==> src/rtl/ysyx_25040101_ifu.sv <==
// Instruction fetch unit: issues one fetch at a time and holds the fetched word
// until decode retires it, then follows dnpc_i until a halt, fault or misaligned PC.
module ysyx_25040101_ifu #(
  parameter logic [31:0] RESET_PC = 32'h8000_0000
) (
  input  logic        clk,
  input  logic        rst_n,
  output logic        imem_req_valid_o,
  input  logic        imem_req_ready_i,
  output logic [31:0] imem_addr_o,
  input  logic        imem_resp_valid_i,
  input  logic [31:0] imem_resp_data_i,
  input  logic        imem_resp_err_i,
  output logic        inst_valid_o,
  input  logic        inst_ready_i,
  input  logic [31:0] dnpc_i,
  input  logic        halt_i,
  output logic [31:0] inst_o,
  output logic [31:0] pc_o,
  output logic [6:0]  opcode_o,
  output logic [2:0]  func3_o,
  output logic        func7_o,
  output logic        halted_o,
  output logic        fault_o,
  output logic        misalign_o,
  output logic [31:0] inst_cnt_o,
  output logic [2:0]  dbg_state
);

  // Handshakes: a transfer happens on a rising edge where valid && ready are both 1;
  // a valid, once raised, holds its payload stable and stays high until that transfer.

  typedef enum logic [2:0] {
    S_IDLE  = 3'd0,
    S_REQ   = 3'd1,
    S_WAIT  = 3'd2,
    S_VALID = 3'd3,
    S_HALT  = 3'd4
  } state_t;

  localparam logic [31:0] NOP = 32'h0000_0013;

  state_t      state_q, state_d;
  logic [31:0] pc_q, pc_d;
  logic [31:0] inst_q, inst_d;
  logic [31:0] inst_cnt_q, inst_cnt_d;
  logic        fault_q, fault_d;
  logic        misalign_q, misalign_d;

  always_ff @(posedge clk) begin
    if (!rst_n) begin
      state_q    <= S_IDLE;
      pc_q       <= RESET_PC;
      inst_q     <= NOP;
      inst_cnt_q <= 32'd0;
      fault_q    <= 1'b0;
      misalign_q <= 1'b0;
    end else begin
      state_q    <= state_d;
      pc_q       <= pc_d;
      inst_q     <= inst_d;
      inst_cnt_q <= inst_cnt_d;
      fault_q    <= fault_d;
      misalign_q <= misalign_d;
    end
  end

  always_comb begin
    state_d    = state_q;
    pc_d       = pc_q;
    inst_d     = inst_q;
    inst_cnt_d = inst_cnt_q;
    fault_d    = fault_q;
    misalign_d = misalign_q;
    case (state_q)
      S_IDLE: state_d = S_REQ;
      S_REQ: begin
        if (imem_req_ready_i) state_d = S_WAIT;
      end
      S_WAIT: begin
        if (imem_resp_valid_i) begin
          if (imem_resp_err_i) begin
            fault_d = 1'b1;
            state_d = S_HALT;
          end else begin
            inst_d  = imem_resp_data_i;
            state_d = S_VALID;
          end
        end
      end
      S_VALID: begin
        if (inst_ready_i) begin
          inst_cnt_d = inst_cnt_q + 32'd1;
          if (halt_i) begin
            state_d = S_HALT;
          end else if (dnpc_i[1:0] != 2'b00) begin
            // The bad target is still recorded so software can see where it jumped.
            pc_d       = dnpc_i;
            misalign_d = 1'b1;
            state_d    = S_HALT;
          end else begin
            pc_d    = dnpc_i;
            state_d = S_REQ;
          end
        end
      end
      S_HALT:  state_d = S_HALT;
      default: state_d = S_IDLE;
    endcase
  end

  assign imem_req_valid_o = (state_q == S_REQ);
  assign imem_addr_o      = pc_q;
  assign inst_valid_o     = (state_q == S_VALID);
  assign halted_o         = (state_q == S_HALT);
  assign inst_o           = inst_q;
  assign pc_o             = pc_q;
  assign opcode_o         = inst_q[6:0];
  assign func3_o          = inst_q[14:12];
  assign func7_o          = inst_q[30];
  assign fault_o          = fault_q;
  assign misalign_o       = misalign_q;
  assign inst_cnt_o       = inst_cnt_q;
  assign dbg_state        = state_q;

endmodule

==> config.mk <==
export PLATFORM = sky130hd
export DESIGN_NAME = ysyx_25040101_ifu
export DESIGN_NICKNAME = d
export VERILOG_FILES = /design/src/rtl/ysyx_25040101_ifu.sv
export SDC_FILE = /design/constraint.sdc
export NUM_CORES = 1
export LEC_CHECK = 0
export BUFFER_PORTS_ARGS = -buffer_cell sky130_fd_sc_hd__buf_2
export CAP_MARGIN = 20
export CORE_MARGIN = 8
export CORE_UTILIZATION = 49
export DETAILED_ROUTE_END_ITERATION = 7
export GPL_ROUTABILITY_DRIVEN = 0
export GPL_TIMING_DRIVEN = 0
export PLACE_DENSITY = 0.94
export SYNTH_ARGS = -nofsm -noshare
export SYNTH_HDL_FRONTEND = slang
export SYNTH_SLANG_ARGS = --single-unit
==> constraint.sdc <==
create_clock -name clk -period 3.6 [get_ports clk]
set_clock_uncertainty 0.05 [all_clocks]
set_input_delay 0.36 -clock clk [delete_from_list [all_inputs] [get_ports clk]]
set_output_delay 0.36 -clock clk [all_outputs]
set_load 0.005 [all_outputs]
==> results.md, run 1 <==
* Post-CTS sizing at 0
* Syn_nets at 619
* Hold Path End: inst_o[1]
* Clk root buf: clkbuf_8
* Clock transition at path regs at 100 ps
* Iteration-0 DRC Markers at 207
* Site row count at 34
* Number of max-cap violations at 0
* VDD IR-drop max at 0.322 mV
* CTS Buf Count at 9
* Minimum clock period at 2310 ps
* Vias after detailed routing at 4515
* PD cells at approximately 370 nW/um^2
* Worst r2r path cells at 7
* Nets at 846
* Most used cell, CP: clkbuf_1
* PortBufs at 216
* Io pins at roughly 220
* Main synth FF type: dfxtp_1
* Largest net degree at the start of global routing at 17
* Via density at 5.09
* Synth Cell Area at 4360 sq um
* FF-to-FF Start: dbg_state[1]
* Worst-path cell chain: buf_2, and4b_1, nand4_1, clkbuf_1, clkbuf_1, o31ai_1, a21oi_1
* Static Leak at 2.68 nW
* Area grow syn2layout at 32.3%
* Reg power frac at approximately 54%
* HP Class: in -> reg
* Filler cells at 760
* Async S/R FF share, synth at 0%
* Initial Util at approximately half
* Hold Crit Depth at 3
* FF-to-FF End: inst_cnt_o[18]
* Yosys cell types at 36
* Flops & latches, synth at slightly above 100
* Setup violations, final at 0
* Number of iterations in the first detailed-routing pass at 4
* Utilization after layout at 66.5%
* RSZ-0062 raised after global routing: no
* Slew Limit Headroom at 62.6%
* Hold Fails Final Rpt at 0
* Worst-path fanout max at 10
* CTS Hold Bufs at 0
* Number of diodes at 0
* Commonest non-fill, non-tap cell in the layout: buf_2
* Aggregate global-route resource usage at 20.9%
* Placed inst area at between 5000 and 6000 sq um
* Commonest non-fill, non-tap cells in the layout: 219 x buf_2, 142 x nand2_1, 101 x dfxtp_1
* Setup TNS at 0 ps
* Largest stage delay on the critical path at 420 ps
* Setup bufs post-CTS at 0
* Crit-path slowest cell: dfxtp_1
* Die footprint at between 10000 and 15000 sq um
* Worst-margin pin slew at between 500 and 600 ps
* Worst path required time at roughly 3800 ps
* Fraction of layout cells with a size suffix above 1 at 36.2%
* Combinational share of power at 13.2%
* Slew Viols, Final at 0
* Syn Inst Count at 547
* Synthesized area per cell at 7.97 sq um
* Sw Share at 25.8%
* Setup CP Type: reg -> reg
* Status: finished clean
* CTS tree: yes
* First-pass GRT wire length at a little over 20 mm
* Internal power at 1.60 mW
* Antenna-violating nets left at 0
* Critical Path Start Type: register
* Worst Setup SP: dbg_state[1]
* CP Capture Type: register
* Gr ovfl total at 0
* Fin area at 5770 sq um
* Core ar. at 8680 sq um
* Clock network fraction of total power at 32.4%
* CTS sink count at between 100 and 150
* Wire per inst at ~15 microns
* Max Freq at 0.434 GHz
* Chip height at roughly 110 microns
* R2r setup slk at 1290 ps
* Sequential share of the synthesized area at 46.4%
* Die width at 110 microns
* H-tree depth at 3
* Number of synthesized flops with an enable pin at 0
* Clk buf depth at 2
* Worst EP arrival at ~2500 ps
* Switching Power at between 0.5 and 0.6 mW
* Initial antenna violation count at 0
* Yosys warns at 0
* Final worst slack at 1290 ps
* Drt drc at 0
* Final WL at 13.4 mm
* Vias in the first global route at 4327
* Latest clock arrival within the worst-skew pair at 350 ps
* Overall power at 2.16 mW
* Post-place setup slack at 1320 ps
* Post-detail-place hpwl at between 10 and 15 mm
* Hold Crit Start: imem_resp_data_i[1]
* Final Cycle Share at ~64%
## synthesized netlist by cell type, types with 3 or more instances
| master | instances | share of area (%) |
|---|---|---|
| buf_2 | 3 | 0.34 |
| xnor2_1 | 3 | 0.60 |
| and2_1 | 4 | 0.57 |
| nor3_1 | 4 | 0.46 |
| or4_1 | 15 | 2.6 |
| nand3_1 | 17 | 2.0 |
| nor3b_1 | 3 | 0.52 |
| and4_1 | 5 | 1.0 |
| nand2_1 | 142 | 12 |
| buf_4 | 43 | 7.4 |
| or3_1 | 8 | 1.1 |
| nor2_1 | 14 | 1.2 |
| nand2b_1 | 4 | 0.57 |
| o21ai_0 | 8 | 0.92 |
| a21oi_1 | 87 | 10 |
| dfxtp_1 | 101 | 46 |
| o31ai_1 | 15 | 2.6 |
| xor2_1 | 5 | 1.0 |
| nand4_1 | 7 | 1.0 |
| and3_1 | 3 | 0.43 |
| clkbuf_1 | 32 | 2.8 |
| inv_1 | 6 | 0.52 |
## power groups by stage
stage                     sequential (mW)  combinational, mW  clock, mW
after global placement               1.20              0.282          0
after global routing                 1.18              0.318      0.768
after floorplan                      1.20              0.156          0
final                                1.17              0.285      0.700
after detailed placement             1.20              0.286          0
after CTS                            1.18              0.287      0.717
## through the flow
step | std cells | hold WS, ps
2_1_floorplan | 547 | 403
3_3_place_gp | 871 | 389
3_5_place_dp | 871 | 393
4_1_cts | 887 | 149
5_1_grt | 887 | 167
6_report | 887 | 161
## logic make-up after synthesis
group                    share of synthesized area, %
AO/OA/AOI/OAI                                    14.5
flip-flops                                       46.4
multiplexers                                    0.230
XOR/XNOR                                         1.61
adder cells (fa/ha/maj)                         0.287
buffers and inverters                            11.5
AND/OR/NAND/NOR                                  25.5
## metal layers
metal	vias up	share of wire, %	global-route usage, %	wire [microns]
met5	-	0	0	0
met4	0	1.4	5.80	182
met3	18	10	7.15	1360
met2	158	50	36.3	6730
met1	2074	38	23.8	5110
li1	2265	-	-	-
## final cells by class
cell class	instances	area [sq um]	area share, %
inverter	6	22.5	0.391
sequential	101	2020	35.1
clock buffer	11	131	2.28
timing repair buffer	216	1080	18.7
tap	108	135	2.34
multi-input combinational	360	1830	31.8
clock inverter	5	61.3	1.06
buffer	80	480	8.33
## state kept, by name, summed over array words and instances (netlist names)
signal,cells
inst_cnt_o,32
inst_o,32
fault_o,1
misalign_o,1
dbg_state,3
imem_addr_o,32
## worst max path at each step
stage,to,cells past startpoint,slack [ps]
2_1_floorplan,inst_cnt_o[13],6,1660
6_report,inst_cnt_o[18],7,1290
4_1_cts,inst_cnt_o[18],7,1320
3_3_place_gp,inst_cnt_o[30],8,1360
5_1_grt,inst_cnt_o[30],7,1090
3_5_place_dp,inst_cnt_o[18],8,1320
## worst max-delay path, delay by kind of cell, from the launching register on
family / cells / cell delay, ps
buffers and inverters: 3 / 800
AND/OR/NAND/NOR: 2 / 490
flip-flops: 1 / 420
AO/OA/AOI/OAI: 2 / 420
No activity file was read; power rests on OpenSTA's default activity.
==> run 2, diff against run 1 <==
- CORE_UTILIZATION: 49 -> 41
- PLACE_DENSITY: 0.94 -> 0.85
- clock period: 3.6 -> 1.9 ns (I/O delays scaled with it)
==> run 2 against run 1 <==
Against the previous run:
- the flow now finishes with violations (negative setup slack)
- global-route usage is 1.2 points lower
- first-iteration DRC count is 30% higher
- utilization is 5.1 points lower
- sequential cell count stayed put
- die area is 17% higher
- non-clock buffer count is 31 higher
- worst hold slack worse by 140 ps
- setup slack worse by 1400 ps
- register-to-register slack worse by 1400 ps
- combinational power is 110% higher
- routed wire length is 12% higher
- total power is 92% higher
- critical path type unchanged
- critical endpoint is now inst_cnt_o[23]
==> results.md, run 2 (synthesis results as in run 1) <==
* Failing checks: negative setup slack
* HP Class: in -> reg (unchanged)
* Site row count at 37 (was 34)
* Die width at 119 microns (was 110 microns)
* First-pass GRT wire length at 23.2 mm (was 20.5 mm)
* Setup CP Type: reg -> reg (unchanged)
* Sw Share at 26.2% (was 25.8%)
* Commonest non-fill, non-tap cell in the layout: buf_2 (unchanged)
* CP Capture Type: register (unchanged)
* Static Leak at 2.88 nW (was 2.68 nW)
* Final worst slack at -99.9 ps (was 1290 ps)
* Crit-path slowest cell: or4_4 (was dfxtp_1)
* Vias in the first global route at 4514 (was 4327)
* Minimum clock period at 2000 ps (was 2310 ps)
* Hold Fails Final Rpt at 0 (unchanged)
* Largest stage delay on the critical path at 590 ps (was 420 ps)
* Filler cells at 939 (was 760)
* PortBufs at 216 (unchanged)
* Clk root buf: clkbuf_8 (unchanged)
* Commonest non-fill, non-tap cells in the layout: 216 x buf_2, 142 x nand2_1, 88 x dfxtp_1 (was 219 x buf_2, 142 x nand2_1, 101 x dfxtp_1)
* Reg power frac at 53.8% (was 54.4%)
* Io pins at 218 (unchanged)
* Number of iterations in the first detailed-routing pass at 6 (was 4)
* Status: complete, but fails checks (was finished clean)
* VDD IR-drop max at 0.590 mV (was 0.322 mV)
* Setup TNS at -474 ps (was 0 ps)
* Latest clock arrival within the worst-skew pair at 350 ps (about the same)
* Iteration-0 DRC Markers at 269 (was 207)
* Core ar. at 10300 sq um (was 8680 sq um)
* Nets at 877 (was 846)
* Wire per inst at 15.8 microns (was 15.1 microns)
* CTS Buf Count at 9 (unchanged)
* Clk buf depth at 2 (unchanged)
* Initial Util at 42.2% (was 50.2%)
* RSZ-0062 raised after global routing: yes (was no)
* Worst path required time at 2130 ps (was 3770 ps)
* CTS sink count at 101 (unchanged)
* H-tree depth at 3 (unchanged)
* Internal power at 3.06 mW (was 1.60 mW)
* Placed cells at 899 (was 871)
* Area grow syn2layout at 45.2% (was 32.3%)
* Initial antenna violation count at 1 (was 0)
* Clock transition at path regs at 100 ps (about the same)
* Via density at 5.01 (was 5.09)
* Max Freq at 0.500 GHz (was 0.434 GHz)
* Switching Power at 1.09 mW (was 0.558 mW)
* Slew Viols, Final at 0 (unchanged)
* Worst-path fanout max at 6 (was 10)
* Critical Path Start Type: register (unchanged)
* Chip height at 119 microns (was 110 microns)
* Final Cycle Share at 105% (was 64.0%)
* Worst-margin pin slew at 665 ps (was 561 ps)
* Worst-path cell chain: nand4b_4, or4_4, or4_1, a21oi_2 (was buf_2, and4b_1, nand4_1, clkbuf_1, clkbuf_1, o31ai_1, a21oi_1)
* Gr ovfl total at 0 (unchanged)
* Final WL at 14.9 mm (was 13.4 mm)
* Non-filler cells, final at 945 (was 887)
* Combinational share of power at 14.5% (was 13.2%)
* Fraction of layout cells with a size suffix above 1 at 42.6% (was 36.2%)
* Post-detail-place hpwl at 10.5 mm (was 10.6 mm)
* Die footprint at 14200 sq um (was 12200 sq um)
* PD cells at 655 nW/um^2 (was 375 nW/um^2)
* Antenna-violating nets left at 0 (unchanged)
* Worst EP arrival at 2230 ps (was 2480 ps)
* Slew Limit Headroom at 55.7% (was 62.6%)
* Drt drc at 0 (unchanged)
* CTS tree: yes (unchanged)
* Vias after detailed routing at 4730 (was 4515)
* Clock network fraction of total power at 31.7% (was 32.4%)
* Aggregate global-route resource usage at 19.7% (was 20.9%)
* Number of max-cap violations at 0 (unchanged)
* Setup violations, final at 8 (was 0)
* Largest net degree at the start of global routing at 16 (was 17)
[run 2: changes by cell type in the layout (fill, tap and decap cells not counted), sizes merged]
cell         change
dlygate4sd3     +22
clkinv           -2
buf             +11
clkinvlp         +1
diode            +1
clkbuf           -3
[run 2: worst paths after layout]
| path | from | to | slack [ps] | cells past startpoint |
|---|---|---|---|---|
| max | dbg_state[2] | inst_cnt_o[23] | -100 | 4 |
| min | dnpc_i[16] | imem_addr_o[16] | 20 | 3 |
| max reg2reg | dbg_state[2] | inst_cnt_o[23] | -100 | 4 |
| min reg2reg | inst_o[26] | inst_o[26] | 400 | 2 |
[run 2: worst max-delay path, delay by kind of cell, from the launching register on]
kind / cells / cell delay (ps)
and+or+nand+nor: 3 / 1320
DFF: 1 / 370
AOI/OAI and AO/OA: 1 / 180
[run 2: through the flow]
stage | hold WS [ps] | util (%) | worst slack, ps | instance area (sq um) | power [mW]
finish | 19.8 | 61.3 | -99.9 | 6330 | 4.15
global route | 3.74 | 61.3 | -135 | 6330 | 4.35
CTS | 0.465 | 59.9 | -63.1 | 6190 | 4.18
detailed placement | 356 | 54.3 | -341 | 5610 | 2.82
global placement | 349 | 54.3 | -337 | 5610 | 2.81
floorplan | 264 | - | -30.4 | 4360 | 2.57
[run 2: timing repair]
action / 4_1_cts / 5_1_grt
gates cloned: 1 / 0
buffers inserted: 11 / 0
endpoints found under the hold margin: 21 / 1
pin swaps: 13 / 18
resized for setup: 39 / 48
setup endpoints to repair: 52 / 81
hold buffers: 21 / 1
[run 2: area by class of cell]
| type | instances | area [sq um] | area share (%) |
|---|---|---|---|
| Tap cell | 136 | 170 | 2.69 |
| Timing Repair Buffer | 250 | 1400 | 22.2 |
| Buffer | 77 | 515 | 8.14 |
| Inverter | 6 | 22.5 | 0.356 |
| Multi-Input combinational cell | 360 | 1990 | 31.4 |
| Clock buffer | 10 | 128 | 2.02 |
| Sequential cell | 101 | 2050 | 32.4 |
| Antenna cell | 1 | 2.50 | 0.0395 |
| Clock inverter | 4 | 51.3 | 0.810 |
[run 2: power by group through the flow]
stage / combinational [mW] / clock [mW] / sequential [mW]
detailed placement: 0.545 / 0 / 2.27
global route: 0.674 / 1.44 / 2.24
floorplan: 0.296 / 0 / 2.27
global placement: 0.536 / 0 / 2.27
finish: 0.601 / 1.31 / 2.23
CTS: 0.592 / 1.35 / 2.23
[run 2: layer usage]
metal / up-vias / wire (microns) / track usage (%)
met4: 0 / 324 / 7.11
met1: 2176 / 5860 / 22.0
li1: 2327 / - / -
met2: 204 / 7520 / 34.8
met3: 23 / 1230 / 5.72
met5: - / 0 / 0
==> run 3, diff against run 2 <==
==> constraint.sdc (replaced) <==
create_clock -name clk -period 1.9 [get_ports clk]
set_clock_uncertainty 0.05 [all_clocks]
set_input_delay 0.095 -clock clk [delete_from_list [all_inputs] [get_ports clk]]
set_output_delay 0.095 -clock clk [all_outputs]
set_load 0.005 [all_outputs]
==> run 3 against run 2 <==
Against the previous run:
- the run still ends with negative setup slack left
- sequential cell count is the same
- clock power is essentially flat
- via count grew 4.8%
- global-route usage grew 1.6 points
- largest cell class is now non-clock buffers
==> results.md, run 3 (synthesis results as in run 1) <==
* Status: complete, but fails checks (unchanged)
* Failing checks: negative setup slack (unchanged)
* Worst r2r path cells at 4 (unchanged)
* Core ar. at 10300 sq um (unchanged)
* Gr ovfl total at 0 (unchanged)
* Largest net degree at the start of global routing at 16 (unchanged)
* Overall power at 4.23 mW (was 4.15 mW)
* Clk root buf: clkbuf_8 (unchanged)
* Setup violations, final at 8 (unchanged)
* Commonest non-fill, non-tap cells in the layout: 216 x buf_2, 142 x nand2_1, 88 x dfxtp_1 (unchanged)
* Filler cells at 845 (was 939)
* PortBufs at 216 (unchanged)
* RSZ-0062 raised after global routing: yes (unchanged)
* Site row count at 37 (unchanged)
* Clock transition at path regs at 90 ps (was 100 ps)
* Placed cells at 899 (unchanged)
* Slew Limit Headroom at 55.6% (was 55.7%)
* Number of max-cap violations at 0 (unchanged)
* Final WL at 16.1 mm (was 14.9 mm)
* Latest clock arrival within the worst-skew pair at 350 ps (about the same)
* Number of iterations in the first detailed-routing pass at 7 (was 6)
* Slew Viols, Final at 0 (unchanged)
* CTS sink count at 101 (unchanged)
* Setup CP Type: reg -> reg (unchanged)
* Final worst slack at -95.1 ps (was -99.9 ps)
* Initial antenna violation count at 2 (was 1)
* Drt drc at 0 (unchanged)
* Max Freq at 0.501 GHz (was 0.500 GHz)
* Critical Path Start Type: register (unchanged)
* Hold Fails Final Rpt at 0 (unchanged)
* Min Hold Slack at 50.2 ps (was 19.8 ps)
* CP Capture Type: register (unchanged)
* Iteration-0 DRC Markers at 313 (was 269)
* PD cells at 626 nW/um^2 (was 655 nW/um^2)
* Antenna-violating nets left at 0 (unchanged)
* Setup TNS at -484 ps (was -474 ps)
* Clk buf depth at 2 (unchanged)
* Post-detail-place hpwl at 10.5 mm (unchanged)
* Initial Util at 42.2% (unchanged)
* Hold Crit Depth at 3 (unchanged)
* Non-filler cells, final at 990 (was 945)
* Area grow syn2layout at 55.0% (was 45.2%)
* Die width at 119 microns (unchanged)
* Final Cycle Share at 105% (about the same)
* Chip height at 119 microns (unchanged)
* H-tree depth at 3 (unchanged)
* Aggregate global-route resource usage at 21.3% (was 19.7%)
* Worst path required time at 2130 ps (about the same)
* Worst-margin pin slew at 665 ps (about the same)
* CTS Buf Count at 9 (unchanged)
* Via density at 5.01 (about the same)
* Static Leak at 3.05 nW (was 2.88 nW)
* VDD IR-drop max at 0.609 mV (was 0.590 mV)
* Vias after detailed routing at 4957 (was 4730)
* First-pass GRT wire length at 25.1 mm (was 23.2 mm)
* Worst-path fanout max at 6 (unchanged)
* Vias in the first global route at 4810 (was 4514)
* Wire per inst at 16.2 microns (was 15.8 microns)
* Fraction of layout cells with a size suffix above 1 at 40.2% (was 42.6%)
* Commonest non-fill, non-tap cell in the layout: buf_2 (unchanged)
* HP Class: in -> reg (unchanged)
* Nets at 919 (was 877)
* Post-place setup slack at -341 ps (unchanged)
* CTS tree: yes (unchanged)
* Io pins at 218 (unchanged)
* Worst EP arrival at 2220 ps (was 2230 ps)
* Die footprint at 14200 sq um (unchanged)
* Minimum clock period at 2000 ps (about the same)
run 3: cell type report:
type | instances | area [sq um] | area share [%]
multi-input cells | 360 | 1990 | 29.4
flip-flops and latches | 101 | 2050 | 30.4
well taps | 136 | 170 | 2.52
inverters | 6 | 22.5 | 0.333
clock buffers | 10 | 128 | 1.89
diodes | 4 | 10.0 | 0.148
clock inverters | 4 | 51.3 | 0.759
repair buffers | 292 | 1820 | 27.0
plain buffers | 77 | 513 | 7.59
run 3: path summary, 6_finish.rpt:
| kind | end | startpoint | slack (ps) |
|---|---|---|---|
| setup reg to reg | inst_cnt_o[23] | dbg_state[2] | -100 |
| hold reg to reg | inst_o[26] | inst_o[26] | 410 |
| hold / removal | fault_o | imem_resp_err_i | 50 |
| setup / recovery | inst_cnt_o[23] | dbg_state[2] | -100 |
run 3: metrics by stage:
step	cell area (sq um)	util (%)
detailed placement	5610	54.3
global placement	5610	54.3
floorplan	4360	-
finish	6760	65.4
CTS	6620	64.1
global route	6750	65.4
run 3: metal layers:
| layer | wire length, microns | vias up | global-route usage (%) |
|---|---|---|---|
| met5 | 0 | - | 0 |
| met4 | 395 | 0 | 9.09 |
| met3 | 1470 | 34 | 6.47 |
| met2 | 8180 | 228 | 37.8 |
| met1 | 6020 | 2279 | 23.0 |
| li1 | - | 2416 | - |
run 3: where the power goes:
part / internal (mW) / switching [mW] / leakage [nW]
Clock: 0.597 / 0.720 / 0.0882
Combinational: 0.346 / 0.332 / 2.14
Sequential: 2.17 / 0.0587 / 0.822
run 3: timing repair:
action                                  CTS  global route
resized for setup                        39            44
gates cloned                              1             0
setup buffers                            11             0
hold buffers                             64             0
endpoints found under the setup margin   51            81
hold endpoints to repair                 64             0
pin swaps                                13            18
run 3: critical path, cell delays in order, from the launching register on:
cell	delay (ps)
dfxtp_4	370
nand4b_4	180
or4_4	600
or4_1	550
a21oi_2	170
